`config.mk`:
```
export PLATFORM = sky130hd
export DESIGN_NAME = pw_weight_pingpong_sched
export DESIGN_NICKNAME = d
export VERILOG_FILES = /design/src/rtl/pw_weight_pingpong_sched.sv
export SDC_FILE = /design/constraint.sdc
export NUM_CORES = 1
export LEC_CHECK = 0
export CORE_AREA = 2 2 116 118
export CTS_BUF_LIST = sky130_fd_sc_hd__clkbuf_4 sky130_fd_sc_hd__clkbuf_8
export CTS_CLUSTER_SIZE = 14
export DETAILED_ROUTE_END_ITERATION = 12
export DIE_AREA = 0 0 118 120
export GPL_TIMING_DRIVEN = 0
export PLACE_DENSITY = 0.83
export SLEW_MARGIN = 25
export SYNTH_ARGS = -nofsm -noshare
export SYNTH_HDL_FRONTEND = slang
export SYNTH_SLANG_ARGS = --single-unit
```
`constraint.sdc`:
```
create_clock -name clk -period 6.5 [get_ports clk]
set_clock_uncertainty 0.2 [all_clocks]
set_input_delay 0.975 -clock clk [delete_from_list [all_inputs] [get_ports clk]]
set_output_delay 0.975 -clock clk [all_outputs]
set_load 0.005 [all_outputs]
```
`src/rtl/pw_weight_pingpong_sched.sv`:
```
// Pointwise weight tile ping-pong scheduler: streams each tile into the inactive
// bank, commits it once compute is free, and launches compute on the committed tile.
module pw_weight_pingpong_sched #(
    parameter int BEATS  = 64,
    parameter int TILE_W = 16
) (
    input  logic              clk,
    input  logic              rst_n,
    input  logic              start,
    input  logic [TILE_W-1:0] num_tiles,
    output logic              busy,
    output logic              done,
    input  logic              src_valid,
    input  logic [127:0]      src_data,
    output logic              src_ready,
    output logic              load_start,
    output logic              w_valid,
    output logic [127:0]      w_data,
    output logic              w_done,
    input  logic              load_done,
    output logic              bank_commit,
    output logic              tile_go,
    output logic [TILE_W-1:0] tile_idx,
    input  logic              compute_done
);
    localparam int BW = (BEATS > 1) ? $clog2(BEATS) : 1;

    typedef enum logic [2:0] {
        L_IDLE,
        L_START,
        L_STREAM,
        L_END,
        L_WAIT,
        L_FULL
    } loader_t;

    loader_t           r_lstate;
    logic [BW-1:0]     r_beat_cnt;
    logic [TILE_W-1:0] r_ntiles;
    logic [TILE_W-1:0] r_loaded;
    logic [TILE_W-1:0] r_issued;
    logic [TILE_W-1:0] r_tile_idx;
    logic              r_busy;
    logic              r_done;
    logic              r_comp_busy;
    logic              r_tile_go;

    logic w_commit;
    logic w_accept;
    logic w_job_end;

    // Commit only from a parked loader and an idle engine, so the buffer never
    // sees load_start and bank_commit together.
    assign w_commit  = (r_lstate == L_FULL) && !r_comp_busy;
    assign w_accept  = (r_lstate == L_STREAM) && src_valid;
    // The last compute_done ends the job directly, so done lands the cycle after it.
    assign w_job_end = r_busy && (r_issued == r_ntiles) && (r_loaded == r_ntiles)
                       && (!r_comp_busy || compute_done);

    always_ff @(posedge clk or negedge rst_n) begin
        if (!rst_n) begin
            r_lstate    <= L_IDLE;
            r_beat_cnt  <= '0;
            r_ntiles    <= '0;
            r_loaded    <= '0;
            r_issued    <= '0;
            r_tile_idx  <= '0;
            r_busy      <= 1'b0;
            r_done      <= 1'b0;
            r_comp_busy <= 1'b0;
            r_tile_go   <= 1'b0;
        end else begin
            r_done    <= 1'b0;
            r_tile_go <= 1'b0;

            if (start && !r_busy) begin
                r_ntiles <= num_tiles;
                if (num_tiles == '0) r_done <= 1'b1;
                else                 r_busy <= 1'b1;
            end

            if (w_commit) begin
                r_comp_busy <= 1'b1;
                r_tile_go   <= 1'b1;
                r_tile_idx  <= r_issued;
                r_issued    <= r_issued + 1'b1;
            end else if (compute_done) begin
                r_comp_busy <= 1'b0;
            end

            case (r_lstate)
                L_IDLE:   if (r_busy && (r_loaded < r_ntiles)) r_lstate <= L_START;
                L_START:  r_lstate <= L_STREAM;
                L_STREAM: if (w_accept) begin
                    r_beat_cnt <= r_beat_cnt + BW'(1);
                    if (r_beat_cnt == BW'(BEATS - 1)) r_lstate <= L_END;
                end
                L_END: begin
                    r_beat_cnt <= '0;
                    r_lstate   <= L_WAIT;
                end
                L_WAIT:   if (load_done) begin
                    r_loaded <= r_loaded + 1'b1;
                    r_lstate <= L_FULL;
                end
                L_FULL:   if (w_commit) r_lstate <= L_IDLE;
                default:  r_lstate <= L_IDLE;
            endcase

            if (w_job_end) begin
                r_done      <= 1'b1;
                r_busy      <= 1'b0;
                r_issued    <= '0;
                r_loaded    <= '0;
                r_comp_busy <= 1'b0;
            end
        end
    end

    assign busy        = r_busy;
    assign done        = r_done;
    assign src_ready   = (r_lstate == L_STREAM);
    assign load_start  = (r_lstate == L_START);
    assign w_valid     = w_accept;
    assign w_data      = src_data;
    assign w_done      = (r_lstate == L_END);
    assign bank_commit = w_commit;
    assign tile_go     = r_tile_go;
    assign tile_idx    = r_tile_idx;

endmodule

```
==> reports/qor.yml, run 1 <==
yosys:
  synthFlopType: "dfrtp_1"
  synthesis.area_um2: 4996
  synth.area.top_cells: "dfrtp_1, buf_4, ha_1, xor2_1, xnor2_1"
  synth.largest_area_cell: "dfrtp_1"
  async_flop_share: 1.000
  synth_warnings: 0
  synth.distinct_cells: 47
  syn_area_per_cell_um2: 9.645
  synthCells: 518
  synth-seq-cells: 77
  seq_area_frac_synth: 0.3857
  synth_edf_count: 0
  synth_top_area_frac: 0.3857
  synth_fp_nets: 687
layout:
  drive_above_1_share: 0.2839
  syn2layout_area_growth_pct: 43.68
  finalNetCount: 872
  antenna_cells: 0
  fill_cells: 1112
  final_util: 0.5530
timing:
  min_period_ns: 3.453
  fmax_ghz: 0.2896
  setup_viol: 0
  finalWorstSetupSlack_ns: 3.047
  rsz0062_at_grt: "no"
  fin_crit_sh: 0.5312
  worst_pin_slew_ns: 0.6766
  drv_slew: 0
  holdWs_ns: 0.3108
  fin_tns_setup_ns: 0
  relSlewSlack: 0.5455
  hold_viol_final: 0
worst_setup_path:
  criticalPathCategory: "flop to output pin"
  path_buf_inv: 4
  cp.arrival_ns: 2.28
  crit_fanout: 11
  end_kind: "output pin"
  path_cells: "buf_2 -> nor4bb_1 -> buf_2 -> buf_2 -> clkdlybuf4s50_1"
  crit_path_top_delay_cell: "clkdlybuf4s50_1"
  start_kind: "flop"
  slowest_delay_ns: 0.57
  cp.required_ns: 5.32
  cp_top_family: "buffers and inverters"
  crit_top_cell: "buf_2"
clocking:
  clock-sinks: 77
  cts_tree: "yes"
  root_buffer: "clkbuf_8"
  clkTransAtPathRegs_ns: 0.09
  clockBufferDepth: 2
  clk_latency_ns: 0.37
  cts_buffers: 9
  cts-resized-gates: 0
  htree_levels: 3
  post_cts_buffers: 0
  hold_buffers: 0
route:
  drt-vias-per-instance: 4.540
  drc_errors: 0
  dr.pass1.iters: 4
  post_drt_wl_per_cell_um: 13.46
  drt_iter0_drc: 192
  postRouteWirelength_um: 11900
  via_count: 4013
  ant_nets: 0
power:
  power_density_nw_per_um2: 253.4
  total_leakage_power_uw: 0.003209
  max-vdd-ir-drop_uv: 108.1
worst_hold_path:
  min_path_type: "flop to flop"
outcome:
  outcome: "complete, no violations"
global_route:
  grt_use_total: 0.1638
  grt_pass1_wl_um: 18530
  grt_pass1_vias: 3863
  antenna_found_initial: 0
  grt_max_degree: 49
  grt-ovfl-total: 0
job:
  cap_violations: 0
floorplan:
  fp.dieArea_um2: 14160
  fp.dieH_um: 120
  start_util: 0.3849
  die_w_um: 118
  core_um2: 12980
  rows: 42
  boundaryPins: 302
placement:
  portBuffers: 173
  dp_hpwl_um: 9682
  gp_congestion: 0.8642
  pre_cts_slack_ns: 3.124
==> final timing paths <==
| kind | slack [ns] | depth (start not counted) | from | endpoint |
|---|---|---|---|---|
| worst max-delay path | 3.05 | 5 | r_lstate[1]$_DFFE_PN0P_ | bank_commit |
| worst min-delay path | 0.31 | 1 | tile_idx[11]$_DFFE_PN0P_ | tile_idx[11]$_DFFE_PN0P_ |
| worst max register to register | 3.90 | 8 | r_ntiles[13]$_DFFE_PN0P_ | r_loaded[5]$_DFFE_PN0P_ |
| worst min register to register | 0.31 | 1 | tile_idx[11]$_DFFE_PN0P_ | tile_idx[11]$_DFFE_PN0P_ |
| max in group asynchronous | 5.21 | 2 | rst_n | r_loaded[14]$_DFFE_PN0P_ |
| min in group asynchronous | 0.32 | 1 | rst_n | tile_idx[10]$_DFFE_PN0P_ |
==> where the power goes <==
part           switching [µW]  internal [µW]
Sequential                119            611
Combinational             272            437
Clock                     198            183
Total                     589           1230
==> cell families after synthesis <==
kind of cell | share of synthesized area
AO/OA/AOI/OAI | 0.04082
XOR/XNOR | 0.08590
adder cells (fa/ha/maj) | 0.04758
buffers and inverters | 0.2286
flip-flops | 0.3857
multiplexers | 0.04032
AND/OR/NAND/NOR | 0.1710
==> sequential cells by signal, summed over array words and instances, names as in the netlist <==
| register | cells |
|---|---|
| r_issued | 16 |
| r_loaded | 16 |
| r_ntiles | 16 |
| tile_idx | 16 |
| r_beat_cnt | 6 |
| r_lstate | 3 |
| busy | 1 |
| done | 1 |
| r_comp_busy | 1 |
| tile_go | 1 |
==> per-stage QoR <==
step                power [µW]  instance area [µm²]  std cells
floorplan                 1122                 4996        518
global placement          1425                 6948        867
detailed placement        1454                 6973        868
CTS                       1835                 7178        884
global route              1938                 7178        884
finish                    1819                 7178        884
==> synth_stat cells (5+ instances only) <==
cell type,number
dfrtp_1,77
o21ai_0,17
nor2_2,14
and3_1,7
ha_1,19
nand2_1,42
xnor2_1,23
nor2_1,31
buf_4,128
nor4_1,5
nand4_1,17
nand3_1,10
mux2_2,17
inv_1,22
buf_2,7
xor2_1,26
a21oi_1,10
==> routing by layer <==
layer	track usage	vias up	share of wire
met5	0	-	0
met4	0.06852	0	0.020
met3	0.03755	18	0.065
met2	0.2889	174	0.52
met1	0.1919	1865	0.40
li1	-	1956	-
==> placed cells by master (no fill, tap or decap), drive strengths merged, types with 4 or more instances in the layout <==
| master | instances |
|---|---|
| a21oi | 10 |
| and3 | 7 |
| buf | 141 |
| clkbuf | 13 |
| clkdlybuf4s50 | 172 |
| dfrtp | 77 |
| ha | 19 |
| inv | 26 |
| mux2 | 17 |
| nand2 | 42 |
| nand3 | 11 |
| nand4 | 18 |
| nor2 | 46 |
| nor2b | 4 |
| nor3 | 4 |
| nor4 | 8 |
| o21ai | 17 |
| xnor2 | 23 |
| xor2 | 26 |
==> layout make-up <==
type,count,area [µm²],area share
flip-flops and latches,77,1927,0.2684
multi-input cells,275,1927,0.2684
repair buffers,174,1757,0.2447
plain buffers,143,1056,0.1471
well taps,176,220.2,0.03068
clock buffers,9,123.9,0.01726
inverters,23,86.33,0.01203
clock inverters,7,81.33,0.01133
==> worst register-to-register path, stage by stage, from the launching register on <==
cell	delay [ns]
dfrtp_1	0.37
inv_1	0.07
ha_1	0.32
nand4_2	0.19
nor4_4	0.36
nand3_2	0.13
nor4_4	0.53
buf_6	0.26
nor2_2	0.06
Power figures use the tool's default switching activity.
==> inputs of run 2 (changes only) <==
Settings changed: CORE_AREA 2 2 116 118 to 2 2 117 119, DIE_AREA 0 0 118 120 to 0 0 119 121, PLACE_DENSITY 0.83 to 0.82.
Clock period 6.5 ns to 3.4 ns, I/O delays scaled along.
==> reports/qor.yml, run 2 (synthesis gave the netlist of run 1 again) <==
outcome:
  outcome: "complete, no violations"
clocking:
  clock-sinks: 77
  clkTransAtPathRegs_ns: 0.08
  root_buffer: "clkbuf_8"
  cts-resized-gates: 0
  htree_levels: 3
  clk_latency_ns: 0.36
  cts_buffers: 9
  clockBufferDepth: 2
  cts_tree: "yes"
worst_setup_path:
  reg2reg_to: "r_comp_busy$_DFFE_PN0P_"
  path_buf_inv: 4
  crit_fanout: 11
  criticalPathCategory: "flop to output pin"
  cp.required_ns: 2.69
  slowest_delay_ns: 0.57
  crit_top_cell: "buf_2"
  cp_top_family: "buffers and inverters"
  start_kind: "flop"
  path_cells: "buf_2 -> nor4bb_1 -> buf_2 -> buf_2 -> clkdlybuf4s50_1"
  r2r_cells: 7
  crit_path_top_delay_cell: "clkdlybuf4s50_1"
  cp.arrival_ns: 2.31
  end_kind: "output pin"
  r2r_start: "r_loaded[11]$_DFFE_PN0P_"
  reg2reg_slack_ns: 0.72
  startpoint: "r_lstate[1]$_DFFE_PN0P_"
timing:
  rsz0062_at_grt: "no"
  fin_crit_sh: 0.8883
  min_period_ns: 3.020
  hold_viol_final: 0
  relSlewSlack: 0.5130
  worst_pin_slew_ns: 0.7250
  drv_slew: 0
  fmax_ghz: 0.3311
  fin_tns_setup_ns: 0
  setup_viol: 0
placement:
  dp_hpwl_um: 9549
  portBuffers: 173
  gp_congestion: 0.8192
route:
  post_drt_wl_per_cell_um: 13.22
  ant_nets: 0
  drt-vias-per-instance: 4.525
  via_count: 4005
  postRouteWirelength_um: 11700
  drt_iter0_drc: 210
  drc_errors: 0
  dr.pass1.iters: 4
layout:
  drive_above_1_share: 0.2835
  syn2layout_area_growth_pct: 43.63
  finalNetCount: 873
  antenna_cells: 0
  final_util: 0.5484
  layout_common_cells: "clkdlybuf4s50_1, buf_4, dfrtp_1"
  final_common_cell: "clkdlybuf4s50_1"
worst_hold_path:
  hold_depth: 1
  worstHoldStart: "tile_idx[7]$_DFFE_PN0P_"
  min_path_type: "flop to flop"
  worstHoldEndpoint: "tile_idx[7]$_DFFE_PN0P_"
floorplan:
  start_util: 0.3818
  rows: 42
  fp.dieH_um: 121
  die_w_um: 119
  core_um2: 13090
  fp.dieArea_um2: 14400
  boundaryPins: 302
global_route:
  grt_use_total: 0.1589
  grt-ovfl-total: 0
  grt_pass1_vias: 3827
  grt_max_degree: 45
  antenna_found_initial: 0
  grt_pass1_wl_um: 18130
job:
  cap_violations: 0
power:
  total_leakage_power_uw: 0.003212
  max-vdd-ir-drop_uv: 200.7
  power_density_nw_per_um2: 479.7
[run 2: where the power goes]
part | internal (µW) | leakage, µW | switching, µW | total, µW
registers | 1170 | 0.000930 | 218 | 1390
clock network | 373 | 0.000103 | 337 | 710
logic | 833 | 0.00218 | 513 | 1350
[run 2: cell type report]
type                    instances  area, µm²
flip-flops and latches         77       1927
multi-input cells             275       1927
repair buffers                175       1759
inverters                      23      86.33
well taps                     176      220.2
plain buffers                 143       1056
clock inverters                 4      47.55
fillers                      1156       5909
clock buffers                  12      152.6
[run 2: worst max-delay path by stage]
stage	end	slack [ns]	cells past startpoint
global route	bank_commit	0.23	5
detailed placement	r_comp_busy$_DFFE_PN0P_	0.66	7
global placement	r_beat_cnt[1]$_DFFE_PN0P_	-1.02	1
floorplan	r_loaded[10]$_DFFE_PN0P_	1.18	7
finish	bank_commit	0.38	5
CTS	bank_commit	0.35	5
[run 2: stage by stage]
stage                     hold WS (ns)  total power, µW  cells  cell area, µm²  worst slack [ns]
after floorplan                0.01441             2145    518            4996             1.179
after global placement          0.2891             2719    867            6948            -1.024
after detailed placement        0.2873             2765    868            6965            0.6600
after CTS                       0.3120             3481    885            7176            0.3523
after global routing            0.3246             3674    885            7176            0.2287
final                           0.3074             3442    885            7176            0.3798
[run 2: what timing repair did]
action | in CTS | in global routing
buffers inserted | 0 | 0
hold endpoints to repair | 33 | 0
hold buffers | 1 | 0
[run 2: layer usage]
metal,vias to the layer above,GRT usage,wire length (µm)
li1,1948,-,-
met3,20,0.04417,808
met5,-,0,0
met2,179,0.2816,6111
met1,1858,0.1808,4490
met4,0,0.06399,286
==> inputs of run 3 (changes only) <==
Settings changed: SKIP_LAST_GASP from default to 1.
==> results of run 3 <==
No change in the layout: final DEF, timing and power equal those of run 2.
